<file path="config.mk">
export PLATFORM = sky130hd
export DESIGN_NAME = serial_subtractor
export DESIGN_NICKNAME = d
export VERILOG_FILES = /design/src/rtl/serial_sub_pkg.sv /design/src/rtl/full_subtractor.sv /design/src/rtl/serial_subtractor.sv
export SDC_FILE = /design/constraint.sdc
export NUM_CORES = 1
export LEC_CHECK = 0
export BUFFER_PORTS_ARGS = -buffer_cell sky130_fd_sc_hd__buf_4
export CAP_MARGIN = 20
export CORE_MARGIN = 3
export CORE_UTILIZATION = 45
export CTS_CLUSTER_SIZE = 8
export DETAILED_ROUTE_END_ITERATION = 12
export GPL_TIMING_DRIVEN = 0
export PLACE_DENSITY = 0.76
export SLEW_MARGIN = 20
export SYNTH_ARGS = -nofsm -noshare
export SYNTH_HDL_FRONTEND = slang
export SYNTH_HIERARCHICAL = 1
export SYNTH_SLANG_ARGS = --single-unit
export TNS_END_PERCENT = 30
</file>
<file path="constraint.sdc">
create_clock -name clk -period 1.9 [get_ports clk]
set_clock_uncertainty 0.2 [all_clocks]
set_input_delay 0.095 -clock clk [delete_from_list [all_inputs] [get_ports clk]]
set_output_delay 0.095 -clock clk [all_outputs]
set_load 0.05 [all_outputs]
</file>
<file path="src/rtl/serial_sub_pkg.sv">
// Shared constants for the bit-serial subtractor: FSM state encoding and
// the sizing rule for the bit counter.
package serial_sub_pkg;

  localparam logic [1:0] ST_IDLE = 2'd0;
  localparam logic [1:0] ST_RUN  = 2'd1;
  localparam logic [1:0] ST_DONE = 2'd2;

  localparam int unsigned WIDTH_MIN = 2;
  localparam int unsigned WIDTH_MAX = 32;

  // Bits needed to count 0..width-1; never less than one.
  function automatic int unsigned cnt_width(input int unsigned width);
    int unsigned w;
    w = $clog2(width);
    return (w < 1) ? 1 : w;
  endfunction

endpackage

</file>
<file path="src/rtl/full_subtractor.sv">
// One-bit full subtractor: d = a - b - bin, with borrow out.
module full_subtractor (
  input  logic a,
  input  logic b,
  input  logic bin,
  output logic d,
  output logic bout
);

  assign d    = a ^ b ^ bin;
  assign bout = (~a & b) | (~a & bin) | (b & bin);

endmodule

</file>
<file path="src/rtl/serial_subtractor.sv">
// Bit-serial unsigned subtractor: d = (a - b) mod 2^WIDTH, one bit per clock,
// LSB first; bo flags a < b. Results are published only once complete.
module serial_subtractor
  import serial_sub_pkg::*;
#(
  parameter int unsigned WIDTH = 4
) (
  input  logic             clk,
  input  logic             rst_n,
  input  logic             start,
  input  logic [WIDTH-1:0] a,
  input  logic [WIDTH-1:0] b,
  output logic             busy,
  output logic             done,
  output logic [WIDTH-1:0] d,
  output logic             bo
);

  localparam int unsigned CNT_W = cnt_width(WIDTH);
  localparam logic [CNT_W-1:0] CNT_LAST = CNT_W'(WIDTH - 1);

  if (WIDTH < WIDTH_MIN || WIDTH > WIDTH_MAX) begin : g_width_check
    $error("serial_subtractor: WIDTH out of range");
  end

  logic [1:0]       r_state;
  logic [1:0]       w_state_next;
  logic [WIDTH-1:0] r_a;
  logic [WIDTH-1:0] r_b;
  logic [WIDTH-2:0] r_res;
  logic [WIDTH-2:0] w_res_next;
  logic [CNT_W-1:0] r_cnt;
  logic             r_bin;
  logic [WIDTH-1:0] r_d;
  logic             r_bo;
  logic             w_diff;
  logic             w_bout;
  logic             w_accept;
  logic             w_last;

  full_subtractor u_full_subtractor (
    .a    (r_a[0]),
    .b    (r_b[0]),
    .bin  (r_bin),
    .d    (w_diff),
    .bout (w_bout)
  );

  assign w_accept = (r_state == ST_IDLE) && start;
  assign w_last   = (r_state == ST_RUN) && (r_cnt == CNT_LAST);

  always_comb begin
    w_state_next = r_state;
    unique case (r_state)
      ST_IDLE: if (start) w_state_next = ST_RUN;
      ST_RUN:  if (r_cnt == CNT_LAST) w_state_next = ST_DONE;
      ST_DONE: w_state_next = ST_IDLE;
      default: w_state_next = ST_IDLE;
    endcase
  end

  // Result bits enter at the top and drift down; after WIDTH-1 bits the
  // register holds the low bits in place and the final bit is appended on load.
  always_comb begin
    w_res_next = '0;
    for (int i = 0; i < int'(WIDTH) - 2; i++) begin
      w_res_next[i] = r_res[i+1];
    end
    w_res_next[WIDTH-2] = w_diff;
  end

  always_ff @(posedge clk or negedge rst_n) begin
    if (!rst_n) begin
      r_state <= ST_IDLE;
    end else begin
      r_state <= w_state_next;
    end
  end

  always_ff @(posedge clk or negedge rst_n) begin
    if (!rst_n) begin
      r_a   <= '0;
      r_b   <= '0;
      r_res <= '0;
      r_cnt <= '0;
      r_bin <= 1'b0;
    end else if (w_accept) begin
      r_a   <= a;
      r_b   <= b;
      r_res <= '0;
      r_cnt <= '0;
      r_bin <= 1'b0;
    end else if (r_state == ST_RUN) begin
      r_a   <= r_a >> 1;
      r_b   <= r_b >> 1;
      r_res <= w_res_next;
      r_cnt <= r_cnt + CNT_W'(1);
      r_bin <= w_bout;
    end
  end

  // Published result only changes on the final bit edge, so it never shows partials.
  always_ff @(posedge clk or negedge rst_n) begin
    if (!rst_n) begin
      r_d  <= '0;
      r_bo <= 1'b0;
    end else if (w_last) begin
      r_d  <= {w_diff, r_res};
      r_bo <= w_bout;
    end
  end

  assign busy = (r_state == ST_RUN);
  assign done = (r_state == ST_DONE);
  assign d    = r_d;
  assign bo   = r_bo;

endmodule

</file>
==> flow_summary.ini, run 1 <==
[status]
outcome = completed

[synth]
synth.cell_area_um2 = 928.4
post_synth.cell_area_avg_um2 = 12.38
post_synth_inst_count = 75
yosys_warnings = 6
ys_ff_latch = 21
postSynthNetCount = 88
synthDistinctLibCells = 18
synth_sequential_area_ratio_pct = 56.60

[final_layout]
layout.nets = 120
antenna_cells = 0
final_core_util_pct = 66.19
final_std_cells_w_o_fill = 131
final_area_um2 = 1217
fillerInstances = 145
layout_common_cells = 21 x dfrtp_1, 16 x buf_4, 12 x o22ai_1, 11 x dlygate4sd3_1, 7 x a21oi_1
layout-drive-gt1-share_pct = 31.13
layout.cells.most_common = dfrtp_1
area.growth.synth_to_final_pct = 31.13

[detailed_routing]
wl_per_cell_um = 14.75
route.vias.total = 717
finalWirelength_um = 1932
post-route-drc-count = 0
postRouteAntennaNets = 0
avgViaCountPerCell = 5.473
drt_first_iter_violations = 12
drt-pass1-iter-count = 4

[global_route]
grt_antenna_before_repair = 0
grt_start_max_net_pins = 15
global_route_wire_length_before_repair_um = 3132
grt_util_all_layers_pct = 16.31
globalRouteOverflowTotal = 0
via_count_of_the_first_global_routing_pass = 730

[worst_setup_path]
worst_setup_path_start_kind = flip-flop
cp-end-kind = primary output
data_arrival_critical_path_ns = 1.37
required_ns = 1.60
worst_path_class_setup = flip-flop to primary output
timing.critical_path.fanout_max = 8

[sta]
relSlewSlack_pct = 57.22
finalHoldViolations = 0
max_freq_ghz = 0.6014
fin_crit_ns = 1.663
setup_viol = 0
hold-worst-slack_ns = 0.1137
worstMarginPinSlew_ns = 0.6396
finalCritPeriodShare_pct = 87.51
timing_max_transition_violations_final = 0
timing.final.ws_setup_ns = 0.2373
rsz0062_at_grt = false
finalSetupTns_ns = 0

[place]
placement.io_buffers = 16
place.detailed.hpwl_um = 1215
post-place-cells = 116
place_area_um2 = 1080
pre_cts_worst_setup_slack_ns = 0.2796
place.gp.congestion = 0.7914

[clock_network]
clock-root-buffer = clkbuf_4
cts.path.max_buffers = 2
total_number_of_clock_tree_sinks = 21
clk_pin_slew_ns = 0.12
cts-buffers-inserted = 3
cts-htree-levels = 1
cts_tree = done
clk_latency_ns = 0.30

[power]
power_per_cell_area_nw_per_um2 = 1759
fin_total_pwr_mw = 2.142
highest_ir_drop_seen_on_vdd_uv = 921.5
cellLeakagePower_nw = 0.5840

[hold_path]
worst_hold_path_type = input port to flip-flop

[floorplan]
die_x_um = 51.42
core_um2 = 1839
die_area_um2 = 2644
die-height_um = 51.42
io_pins = 18
rows = 15
initial_utilization_pct = 50.48

[job]
cap_viol_max_count = 0
==> state kept, by name, indices dropped and copies added (netlist names) <==
register  cells
d             4
r_b           4
r_bin         1
bo            1
r_cnt         2
r_a           4
r_res         3
r_state       2
==> synthesized netlist by cell type <==
library cell  instances  area share (%)
a21oi_1               7             3.8
a22o_2                5             5.4
buf_6                 1             1.2
clkbuf_1              1            0.40
dfrtp_1              21              57
fa_1                  1             2.2
ha_1                  1             1.3
inv_1                 5             2.0
inv_8                 1             1.2
mux2_4                5             8.1
nand2_1               3             1.2
nand2_8               1             2.2
nand2b_1              2             1.3
nor2_1                2            0.81
nor2b_1               1            0.67
o21ai_0               5             2.7
o21bai_1              1            0.81
o22ai_1              12             8.1
==> cell type report <==
cell class	instances	area (um2)	area share (%)
sequential	21	525.5	43.17
multi-input combinational	46	357.8	29.39
timing repair buffer	27	230.2	18.91
tap	25	31.28	2.569
inverter	6	30.03	2.467
clock buffer	3	22.52	1.850
buffer	2	15.01	1.233
clock inverter	1	5.005	0.4111
==> final timing paths <==
path / end / from / slack [ns] / cells past startpoint
max in group asynchronous: d[2] / rst_n / 0.41 / 3
min in group asynchronous: d[1] / rst_n / 0.57 / 3
min: r_b[1] / start / 0.11 / 3
min reg2reg: r_cnt[0] / r_cnt[0] / 0.31 / 1
max: busy / r_state[1] / 0.24 / 4
max reg2reg: d[3] / r_a[0] / 0.27 / 4
==> worst max-delay path: stages, from the launching register on <==
cell	delay [ns]
dfrtp_1	0.45
nand2b_1	0.19
buf_6	0.16
inv_8	0.08
buf_4	0.20
==> what timing repair did <==
action / 4_1_cts / 5_1_grt
gates resized for setup: 0 / 0
setup buffers: 0 / 0
hold endpoints to repair: 29 / 0
hold buffers: 11 / 0
==> metal layers <==
layer | track usage, % | vias up | share of wire, %
met4 | 9.170 | 0 | 2.6
met2 | 26.91 | 12 | 49
met3 | 2.915 | 6 | 2.7
li1 | - | 338 | -
met5 | 0 | - | 0
met1 | 19.89 | 361 | 46
==> power by group <==
group          internal, mW  switching (mW)
clock                0.0784           0.135
combinational         0.489           0.630
sequential            0.651           0.158
==> logic make-up (layout without fill, tap and decap cells) <==
| group | after synthesis | count (layout) | synth area share (%) |
|---|---|---|---|
| compound gates | 30 | 30 | 20.75 |
| flops | 21 | 21 | 56.60 |
| simple gates | 9 | 9 | 6.200 |
| buf+inv | 8 | 39 | 4.851 |
| mux | 5 | 5 | 8.086 |
| fa+ha+maj | 2 | 2 | 3.504 |
(Power assumes the default switching activity.)
==> run 2, diff against run 1 <==
Clock period 1.9 ns to 2.1 ns, I/O delays scaled along.
==> flow_summary.ini, run 2 (synthesized netlist as in run 1, its figures left out) <==
[worst_setup_path]
worst_setup_path_start_kind = flip-flop
required_ns = 1.79
cp-end-kind = primary output
data_arrival_critical_path_ns = 1.36
max_stage_delay_ns = 0.45
timing.critical_path.slowest_stage_cell = dfrtp_1
worst_path_class_setup = flip-flop to primary output
timing.critical_path.fanout_max = 8
worstPathCellList = nand2b_1, buf_6, inv_8, buf_4

[sta]
finalSetupTns_ns = 0
fin_crit_ns = 1.661
finalHoldViolations = 0
timing_max_transition_violations_final = 0
worstMarginPinSlew_ns = 0.5062
max_freq_ghz = 0.6020
setup_viol = 0
hold-worst-slack_ns = 0.0002883
relSlewSlack_pct = 66.18
finalCritPeriodShare_pct = 79.10
timing.final.ws_setup_ns = 0.4390
rsz0062_at_grt = false

[detailed_routing]
drt-pass1-iter-count = 4
finalWirelength_um = 1853
post-route-drc-count = 0
route.vias.total = 689
postRouteAntennaNets = 0
wl_per_cell_um = 14.36
avgViaCountPerCell = 5.341
drt_first_iter_violations = 15

[final_layout]
layout.nets = 118
area.growth.synth_to_final_pct = 28.98
layout-drive-gt1-share_pct = 31.73
final_area_um2 = 1197
final_core_util_pct = 65.10
layout.cells.most_common = dfrtp_1
layout_common_cells = 21 x dfrtp_1, 16 x buf_4, 12 x o22ai_1, 9 x dlygate4sd3_1, 7 x a21oi_1
multiInputGateArea_um2 = 357.8
fillerInstances = 147
antenna_cells = 0
sequential_cell_area_in_the_final_layout_um2 = 525.5

[clock_network]
cts-buffers-inserted = 3
cts.path.max_buffers = 2
clock-root-buffer = clkbuf_4
cts_resized = 0
total_number_of_clock_tree_sinks = 21
post_cts_buffers = 0
cts-htree-levels = 1
holdBufCountCts = 9
clk_pin_slew_ns = 0.12
cts_tree = done
clk_latency_ns = 0.30

[global_route]
global_route_wire_length_before_repair_um = 3015
via_count_of_the_first_global_routing_pass = 718
globalRouteOverflowTotal = 0
grt_use_met3_pct = 2.915
global_route.usage.met1_pct = 18.39
grt_antenna_before_repair = 0
grt_busiest_layer = met2
grt_start_max_net_pins = 22
grt_util_all_layers_pct = 15.57
grt_use_met2_pct = 26.06

[floorplan]
io_pins = 18
die-height_um = 51.42
die_area_um2 = 2644
initial_utilization_pct = 50.48
die_x_um = 51.42
rows = 15
core_um2 = 1839

[job]
cap_viol_max_count = 0

[hold_path]
worst_hold_path_type = input port to async pin

[status]
outcome = completed

[power]
cellLeakagePower_nw = 0.5756
power_per_cell_area_nw_per_um2 = 1612
highest_ir_drop_seen_on_vdd_uv = 827.0

[place]
pre_cts_worst_setup_slack_ns = 0.4796
place.detailed.hpwl_um = 1215
place.gp.congestion = 0.7914
placement.io_buffers = 16
place_area_um2 = 1080
[run 2: cell count changes in the layout (fill, tap and decap cells not counted)]
| cell | previous run | this run |
|---|---|---|
| dlygate4sd3_1 | 11 | 9 |
[run 2: cell type report]
class | count | share of cell area, %
sequential | 21 | 43.89
timing repair buffer | 25 | 17.55
clock buffer | 3 | 1.881
inverter | 6 | 2.508
tap | 25 | 2.612
clock inverter | 1 | 0.4180
multi-input combinational | 46 | 29.89
buffer | 2 | 1.254
[run 2: worst paths after layout]
path | endpoint | slack, ns | cells past startpoint | startpoint
setup reg to reg | d[3] | 0.47 | 4 | r_a[0]
min in group clk | r_b[1] | 0.12 | 3 | start
hold reg to reg | r_cnt[0] | 0.31 | 1 | r_cnt[0]
hold / removal | r_a[0] | 0.0003 | 2 | rst_n
max in group asynchronous | d[0] | 1.48 | 2 | rst_n
setup / recovery | busy | 0.44 | 4 | r_state[1]
[run 2: worst max-delay path, delay by kind of cell (launching register included)]
kind                   cells  cell delay (ns)
DFF                        1             0.45
buffers and inverters      3             0.44
and+or+nand+nor            1             0.18
[run 2: power breakdown]
group / leakage, nW / internal [mW] / switching, mW / total (mW)
registers: 0.260 / 0.589 / 0.143 / 0.732
logic: 0.298 / 0.440 / 0.565 / 1.01
clock network: 0.0177 / 0.0710 / 0.122 / 0.193
[run 2: stage by stage]
| step | cells | total power [mW] |
|---|---|---|
| after floorplan | 75 | 1.484 |
| after global placement | 116 | 1.692 |
| after detailed placement | 116 | 1.736 |
| after CTS | 129 | 1.939 |
| after global routing | 129 | 2.051 |
| final | 129 | 1.930 |
[run 2: per-layer routing]
metal	share of wire, %	wire (um)
met1	44	811
met2	50	928
met3	3.2	59
met4	2.9	54
met5	0	0
==> run 3, diff against run 2 <==
Clock period 2.1 ns to 1.6 ns, I/O delays scaled along.
==> flow_summary.ini, run 3 (synthesized netlist as in run 1, its figures left out) <==
[worst_setup_path]
worst_setup_path_start_kind = flip-flop
regToRegEndpoint = d[3]
cp-end-kind = flip-flop
worstRegToRegCells = 3
required_ns = 1.59
rrSetupSlack_ns = 0.008
timing.critical_path.fanout_max = 2
worst_path_class_setup = flip-flop to flip-flop
r2r-start = r_bin
data_arrival_critical_path_ns = 1.58

[hold_path]
end_point_of_the_most_critical_hold_path = r_b[1]
worst_hold_path_type = input port to flip-flop
timing.hold.worst_path_depth = 3
hold_path_startpoint = start

[floorplan]
io_pins = 18
initial_utilization_pct = 50.48
die_area_um2 = 2644
core_um2 = 1839
die_x_um = 51.42
die-height_um = 51.42
rows = 15

[clock_network]
cts-htree-levels = 1
cts.path.max_buffers = 2
clk_latency_ns = 0.29
cts-buffers-inserted = 3
cts_tree = done
clock-root-buffer = clkbuf_4
clk_pin_slew_ns = 0.11
total_number_of_clock_tree_sinks = 21

[place]
placement.io_buffers = 16
post-place-cells = 116
place.detailed.hpwl_um = 1215
place.gp.congestion = 0.7914

[detailed_routing]
wl_per_cell_um = 14.64
route.vias.total = 716
dr_wl_met2_um = 1015
postRouteAntennaNets = 0
drt_first_iter_violations = 14
drt-pass1-iter-count = 4
avgViaCountPerCell = 5.383
met3_length_um = 82
finalWirelength_um = 1947
highest_layer = met4
post-route-drc-count = 0
m1_wl_um = 807

[power]
power.share.combinational_pct = 54.2
power_per_cell_area_nw_per_um2 = 2118
power_switching_mw = 1.120
highest_ir_drop_seen_on_vdd_uv = 1208
p_clk_share_pct = 9.3
p_int_mw = 1.503
cellLeakagePower_nw = 0.5935
power.share.switching_pct = 42.69
sequentialPowerShare_pct = 36.5

[sta]
relSlewSlack_pct = 64.97
worstMarginPinSlew_ns = 0.5243
setup_viol = 0
finalHoldViolations = 0
rsz0062_at_grt = true
timing_max_transition_violations_final = 0
finalCritPeriodShare_pct = 99.49
max_freq_ghz = 0.6282
fin_crit_ns = 1.592

[final_layout]
layout.nets = 122
final_core_util_pct = 67.35
area.growth.synth_to_final_pct = 33.42
antenna_cells = 0
final_std_cells_w_o_fill = 133
layout_common_cells = 20 x dfrtp_1, 18 x buf_4, 12 x o22ai_1, 10 x dlygate4sd3_1, 7 x a21oi_1
layout.cells.most_common = dfrtp_1
layout-drive-gt1-share_pct = 36.11

[global_route]
globalRouteOverflowTotal = 0
via_count_of_the_first_global_routing_pass = 784
grt_start_max_net_pins = 22
global_route_wire_length_before_repair_um = 3229
grt_antenna_before_repair = 0
grt_util_all_layers_pct = 16.50

[job]
cap_viol_max_count = 0

[status]
outcome = completed
## run 3: final cells by class
| class | count | area [um2] |
|---|---|---|
| Clock inverter | 1 | 5.005 |
| Inverter | 6 | 33.78 |
| Multi-Input combinational cell | 46 | 357.8 |
| Sequential cell | 21 | 526.8 |
| Fill cell | 140 | 600.6 |
| Tap cell | 25 | 31.28 |
| Timing Repair Buffer | 29 | 246.5 |
| Clock buffer | 3 | 22.52 |
| Buffer | 2 | 15.01 |
## run 3: repair_timing
| action | CTS | global route |
|---|---|---|
| setup endpoints to repair | 2 | 3 |
| gates resized for setup | 1 | 3 |
| buffers inserted | 3 | 0 |
| hold buffers | 10 | 0 |
| gates cloned | 0 | 0 |
| pin swaps | 1 | 1 |
| endpoints found under the hold margin | 29 | 0 |
## run 3: critical path: stages, from the launching register on
cell	delay [ns]
dfrtp_1	0.42
fa_1	0.57
inv_2	0.04
mux2_4	0.26
## run 3: metrics by stage
step / instance area (um2) / hold WS, ns / TNS [ns] / power (mW) / setup slack [ns]
final: 1239 / 0.1027 / 0 / 2.623 / 0.008234
after CTS: 1231 / 0.07807 / -0.0009803 / 2.592 / -0.0009803
after global placement: 1080 / -0.2253 / 0 / 2.221 / 0.01058
after floorplan: 928.4 / -0.4156 / 0 / 1.947 / 0.06721
after detailed placement: 1080 / -0.2255 / -0.02037 / 2.278 / -0.02037
after global routing: 1239 / 0.1263 / -0.01979 / 2.784 / -0.01979
## run 3: worst max-delay path by stage
stage	start	slack [ns]	cells past startpoint	end
2_1_floorplan	r_a[0]	0.07	4	d[3]
3_3_place_gp	r_a[0]	0.01	4	d[3]
3_5_place_dp	r_a[0]	-0.02	4	d[3]
4_1_cts	r_bin	-0.001	3	d[3]
5_1_grt	r_bin	-0.02	3	d[3]
6_report	r_bin	0.008	3	d[3]
## run 3: per-layer routing
layer,vias to the layer above,GRT usage (%)
met5,-,0
met4,0,10.48
li1,339,-
met3,6,3.207
met2,20,27.97
met1,351,18.80
## run 3: power by group through the flow
stage                     registers, mW  clock network (mW)  logic, mW
after floorplan                    1.12                   0      0.828
final                             0.957               0.245       1.42
after global placement            0.956                   0       1.26
after CTS                         0.949               0.256       1.39
after detailed placement          0.969                   0       1.31
after global routing              0.981               0.285       1.52
